===== config.mk =====
export PLATFORM = sky130hd
export DESIGN_NAME = lms_filter
export DESIGN_NICKNAME = d
export VERILOG_FILES = /design/src/rtl/lms_filter.sv
export SDC_FILE = /design/constraint.sdc
export NUM_CORES = 2
export LEC_CHECK = 0
export ABC_AREA = 1
export CAP_MARGIN = 20
export CORE_MARGIN = 1.5
export CORE_UTILIZATION = 40
export CTS_BUF_LIST = sky130_fd_sc_hd__clkbuf_2 sky130_fd_sc_hd__clkbuf_4 sky130_fd_sc_hd__clkbuf_8
export DETAILED_ROUTE_END_ITERATION = 12
export PLACE_DENSITY = 0.63
export SLEW_MARGIN = 25
export SYNTH_ARGS = -nofsm -noshare
export SYNTH_HDL_FRONTEND = slang
export SYNTH_SLANG_ARGS = --single-unit

===== constraint.sdc =====
create_clock -name clk_in -period 18.9 [get_ports clk_in]
set_clock_uncertainty 0.05 [all_clocks]
set_input_delay 2.835 -clock clk_in [delete_from_list [all_inputs] [get_ports clk_in]]
set_output_delay 2.835 -clock clk_in [all_outputs]
set_load 0.01 [all_outputs]

===== src/rtl/lms_filter.sv =====
// lms_filter: N-tap adaptive FIR with an LMS weight update every clock.
// Define LMS_FILTER_SAT_EN to saturate y, e and the weights instead of wrapping.
`timescale 1ns/1ps
module lms_filter #(
   parameter int DATA_WIDTH   = 12,
   parameter int FILTER_ORDER = 5,
   parameter int MU_SHIFT     = 4
) (
   input  logic                         clk_in,
   input  logic                         resetn_in,
   input  logic signed [DATA_WIDTH-1:0] x_in,
   input  logic signed [DATA_WIDTH-1:0] ref_in,
   output logic signed [DATA_WIDTH-1:0] y_out,
   output logic signed [DATA_WIDTH-1:0] err_out
);
   localparam int LOG_N  = (FILTER_ORDER > 1) ? $clog2(FILTER_ORDER) : 0;
   localparam int PROD_W = 2 * DATA_WIDTH;
   localparam int ACC_W  = PROD_W + LOG_N;
   localparam int WIDE_W = ACC_W + 1;

   typedef logic signed [DATA_WIDTH-1:0] word_t;
   typedef logic signed [WIDE_W-1:0]     wide_t;

   function automatic word_t reduce(input wide_t v);
`ifdef LMS_FILTER_SAT_EN
      wide_t maxv;
      wide_t minv;
      maxv = wide_t'({1'b0, {(DATA_WIDTH-1){1'b1}}});
      minv = ~maxv;
      if (v > maxv)
         reduce = maxv[DATA_WIDTH-1:0];
      else if (v < minv)
         reduce = minv[DATA_WIDTH-1:0];
      else
         reduce = v[DATA_WIDTH-1:0];
`else
      reduce = v[DATA_WIDTH-1:0];
`endif
   endfunction

   word_t                    x_q [FILTER_ORDER];
   word_t                    x_d [FILTER_ORDER];
   word_t                    w_q [FILTER_ORDER];
   word_t                    w_d [FILTER_ORDER];
   word_t                    y_q, y_d;
   word_t                    err_q, err_d;
   logic signed [ACC_W-1:0]  acc;
   logic signed [PROD_W-1:0] prod;
   logic signed [PROD_W-1:0] delta;

   always_comb begin
      acc   = '0;
      prod  = '0;
      delta = '0;
      for (int i = 0; i < FILTER_ORDER; i++) begin
         prod = w_q[i] * x_q[i];
         acc  = acc + ACC_W'(prod);
      end
      y_d   = reduce(wide_t'(acc >>> (DATA_WIDTH - 1)));
      err_d = reduce(wide_t'(ref_in) - wide_t'(y_d));

      // Update uses the pre-edge taps and this cycle's error.
      for (int i = 0; i < FILTER_ORDER; i++) begin
         prod   = err_d * x_q[i];
         delta  = prod >>> (DATA_WIDTH - 1 + MU_SHIFT);
         w_d[i] = reduce(wide_t'(w_q[i]) + wide_t'(delta));
      end

      x_d[0] = x_in;
      for (int i = 1; i < FILTER_ORDER; i++)
         x_d[i] = x_q[i-1];
   end

   always_ff @(posedge clk_in or negedge resetn_in) begin
      if (!resetn_in) begin
         for (int i = 0; i < FILTER_ORDER; i++) begin
            x_q[i] <= '0;
            w_q[i] <= '0;
         end
         y_q   <= '0;
         err_q <= '0;
      end else begin
         x_q   <= x_d;
         w_q   <= w_d;
         y_q   <= y_d;
         err_q <= err_d;
      end
   end

   assign y_out   = y_q;
   assign err_out = err_q;

endmodule


Yosys cells after proc, flatten, opt, wreduce, memory -nomap -nowiden
Cells that the tools add are included.

Bits in registers: 144. Latch bits: 0. RAM bits: 0. Memory bits (read-only): 0. Output and inout port bits: 24. Word-level logic and storage cells: 32. Memories kept: 0.

$add $sub $neg: 10. $mul: 10. Div/mod/pow operators: 0. Order comparisons: 0. Eq/ne operators: 0. Shift operators: 0. Muxes and demuxes: 0. Bitwise gates (word level): 0. Reductions and logical operators: 0.

Operators by type and width (number): $mul 12x12->24 (5); $mul 12x12->23 (5); $add 23x23->23 (4); $add 12x9->12 (5); $sub 12x12->12 (1).

Longest topological paths before layout
Depth after elaboration: 8. Gate-level depth with buffers: 90. Depth with buffers taken out: 86.

Least setup slack after synthesis
Ideal clock, no wire load.

Path kind: flip-flop to flip-flop. From: register x_q, in the netlist x_d[42]. To: register w_q[59] (netlist bit). Library setup time: 0.113 ns. Data arrival time: 15.380 ns. Required time: 18.737 ns. Slack: 3.358 ns. Cell stages (with the launch flop): 84. Buffers on the path: 4. Path through: dfrtp_1 clkbuf_1 clkbuf_1 nand2_1 fa_1 inv_1 fa_1 fa_1 fa_1 inv_1 fa_1 fa_1 inv_1 fa_1 fa_1 fa_1 fa_1 ha_1 [48 not listed] nand3_1 nand2_1 nand3_1 nand2_1 xor2_1 nand3_1 nand2_1 inv_1 ha_1 a21oi_1 nand2_1 a21oi_1 nor2_1 nor2_1 xor2_1 nand3b_1 nand2_1 inv_1.

RTL lines: start: declaration (line 41) `word_t x_q [FILTER_ORDER];`; start signal: indexed assignment (line 77) `x_q[i] <= '0;`; start signal: assignment (line 83) `x_q <= x_d;`; end signal: assignment (line 84) `w_q <= w_d;`; end: declaration (line 43) `word_t w_q [FILTER_ORDER];`.

==> qor.yml <==
synth.largest_area_cell: "fa_1"
met2_usage_pct: 40.3
gp_congestion: 0.969
setup_viol: 0
cts_tree: "done"
hp-class: "reg -> reg"
grt_pass1_vias: 47500
crit_fanout: 19
slew-limit-headroom_pct: 30.3
crit_arrival_ps: 17980
dp_hpwl_mm: 151
synth-edff-count: 0
period_minus_slack_ps: 17540
clock-sinks: 144
final-max-slew-violation-count: 0
ys_ff_latch: 144
synthesis.nets: 9194
post_drt_via_cell_ratio: 4.87
yosysMostFrequentCell: "inv_1"
cts_max_level: 4
critPathKind: "reg -> reg"
crit_required_ps: 19340
synth-async-reset-ratio_pct: 100
critPathBufInv: 15
vias: 44400
wl_per_cell_microns: 19.8
cp_slowest_stage_delay_ps: 920
synth_top_cells_by_count: "inv_1, fa_1, nand2_1"
final_hold_viol_count: 0
reg2reg_slack_ps: 1360
dieWidth_microns: 391
start_util_pct: 40.3
rsz0062_at_grt: "false"
grtUsageTotal_pct: 24.5
end_kind: "flop"
globalRouteOverflowTotal: 0
yosysSeqAreaShare_pct: 5.97
crit_slowest_cell: "dfrtp_1"
ios: 50
insertion_delay_ps: 620
netlist_instances: 7181
critPathLaunchType: "flop"
ys.warnings.count: 0
drt_wl_total_mm: 181
cts.path.max_buffers: 2
synth.avg_cell_area_sq_um: 8.40
dr.pass1.iters: 6
die_h_microns: 391
status: "finished, final reports clean"
tns_ps: 0
yosysUniqueCellTypes: 50
portBuffers: 49
synth_area_sq_um: 60300
final_layout_size_suffix_gt1_share_pct: 3.21
cts_setup_buffers: 0
root_buffer: "clkbuf_8"
antenna_found_initial: 6
clk_pin_slew_ps: 130
cts_inserted_buffers: 17
grt_pass1_wl_mm: 281
drt_iter0_markers: 3306
ant_nets: 0
crit_top_cell: "fa_1"
grt_use_met1_pct: 32.3
synth_area_leaders: "fa_1, inv_1, ha_1"
gr-usage-met3_pct: 4.11
yosysTopAreaCellShare_pct: 46.5
path_delay_family: "adder cells"
layout_worst_path_cycle_share_pct: 92.8
synth_flop_cell: "dfrtp_1"
cts_resized: 0
syn_to_final_growth_pct: 5.34
die_area_sq_um: 153000
rows: 142
worstMarginPinSlew_ps: 1040
cts_hold_buffers: 0
final_nets: 9095
cap_violations: 0
max_freq_mhz: 57.0
grt_max_degree: 84
core_area_sq_um: 150000
gr-max-usage-layer: "met2"
route.detailed.drc: 0
==> state kept, by name, summed over array words and instances (netlist names) <==
signal and flops:
err_out 12, x_d 48, y_out 12, w_q 60, x_q 12
==> kinds of logic after synthesis <==
| family | Yosys count | synth area share, % |
|---|---|---|
| buffers and inverters | 2503 | 15.6 |
| and+or+nand+nor | 2016 | 13.2 |
| adders and majority gates | 1987 | 58.6 |
| AOI/OAI and AO/OA | 281 | 2.87 |
| xor gates and xnor gates | 250 | 3.73 |
| DFF | 144 | 5.97 |
==> per-layer routing <==
metal	vias up	wire, microns	share of wire [%]
met4	10	7560	4.2
met5	-	66	0.036
met2	1507	85400	47
met1	22600	74200	41
li1	20000	-	-
met3	333	13700	7.6
==> per-stage QoR <==
| step | utilization, % | cell area [sq um] | instances | hold WS [ps] | setup slack [ps] |
|---|---|---|---|---|---|
| after global routing | 42.4 | 63600 | 9113 | 568 | 416 |
| final | 42.4 | 63600 | 9116 | 558 | 1360 |
| after global placement | 42.1 | 63100 | 9078 | 546 | 1730 |
| after floorplan | - | 60300 | 7181 | 299 | 3360 |
| after CTS | 42.4 | 63500 | 9110 | 558 | 1460 |
| after detailed placement | 42.1 | 63100 | 9078 | 531 | 1530 |
==> cell type report <==
cell class	instances	area, sq um
diodes	5	12.5
clock buffers	17	234
clock inverters	15	171
fillers	14900	86200
inverters	2238	8410
multi-input cells	4534	47300
flip-flops and latches	144	3600
well taps	2016	2520
repair buffers	147	1290
==> worst register-to-register path: cells and delay by family, from the launching register on <==
kind | cells | cell delay, ps
buffers and inverters | 15 | 1940
XOR/XNOR | 2 | 350
AND/OR/NAND/NOR | 17 | 2240
flip-flops | 1 | 920
AO/OA/AOI/OAI | 15 | 3000
adder cells (fa/ha/maj) | 19 | 8920
==> worst paths after layout <==
path                       endpoint  cells after the start  startpoint
max reg2reg                 w_q[23]                     68     x_d[43]
min in group asynchronous   x_d[29]                      1   resetn_in
max in group asynchronous   w_q[33]                      3   resetn_in
min                         x_d[35]                      1     x_d[47]
min reg2reg                 x_d[35]                      1     x_d[47]
max                         w_q[23]                     68     x_d[43]
==> placed cells by master, fill, tap and decap left out, types with 6 or more instances in the layout <==
cell type	n
clkdlybuf4s50_1	48
clkbuf_8	18
nor2_1	456
buf_4	94
dfrtp_1	144
nand2_2	12
inv_6	6
nand4_1	8
xor2_2	6
nand3b_1	12
o21bai_1	41
a211oi_1	8
or2_2	28
ha_1	584
inv_1	2221
nand3_1	85
nor3_1	7
xnor2_1	98
o21ai_0	29
a21oi_1	145
a31o_2	20
a21o_1	11
o21bai_2	8
inv_2	9
fa_1	1401
xor2_1	145
nor4_1	7
nand2_1	1388
Power is left out: the tool's default activity adds up to more than one toggle a clock period on the data nets, which glitch-free logic cannot reach.
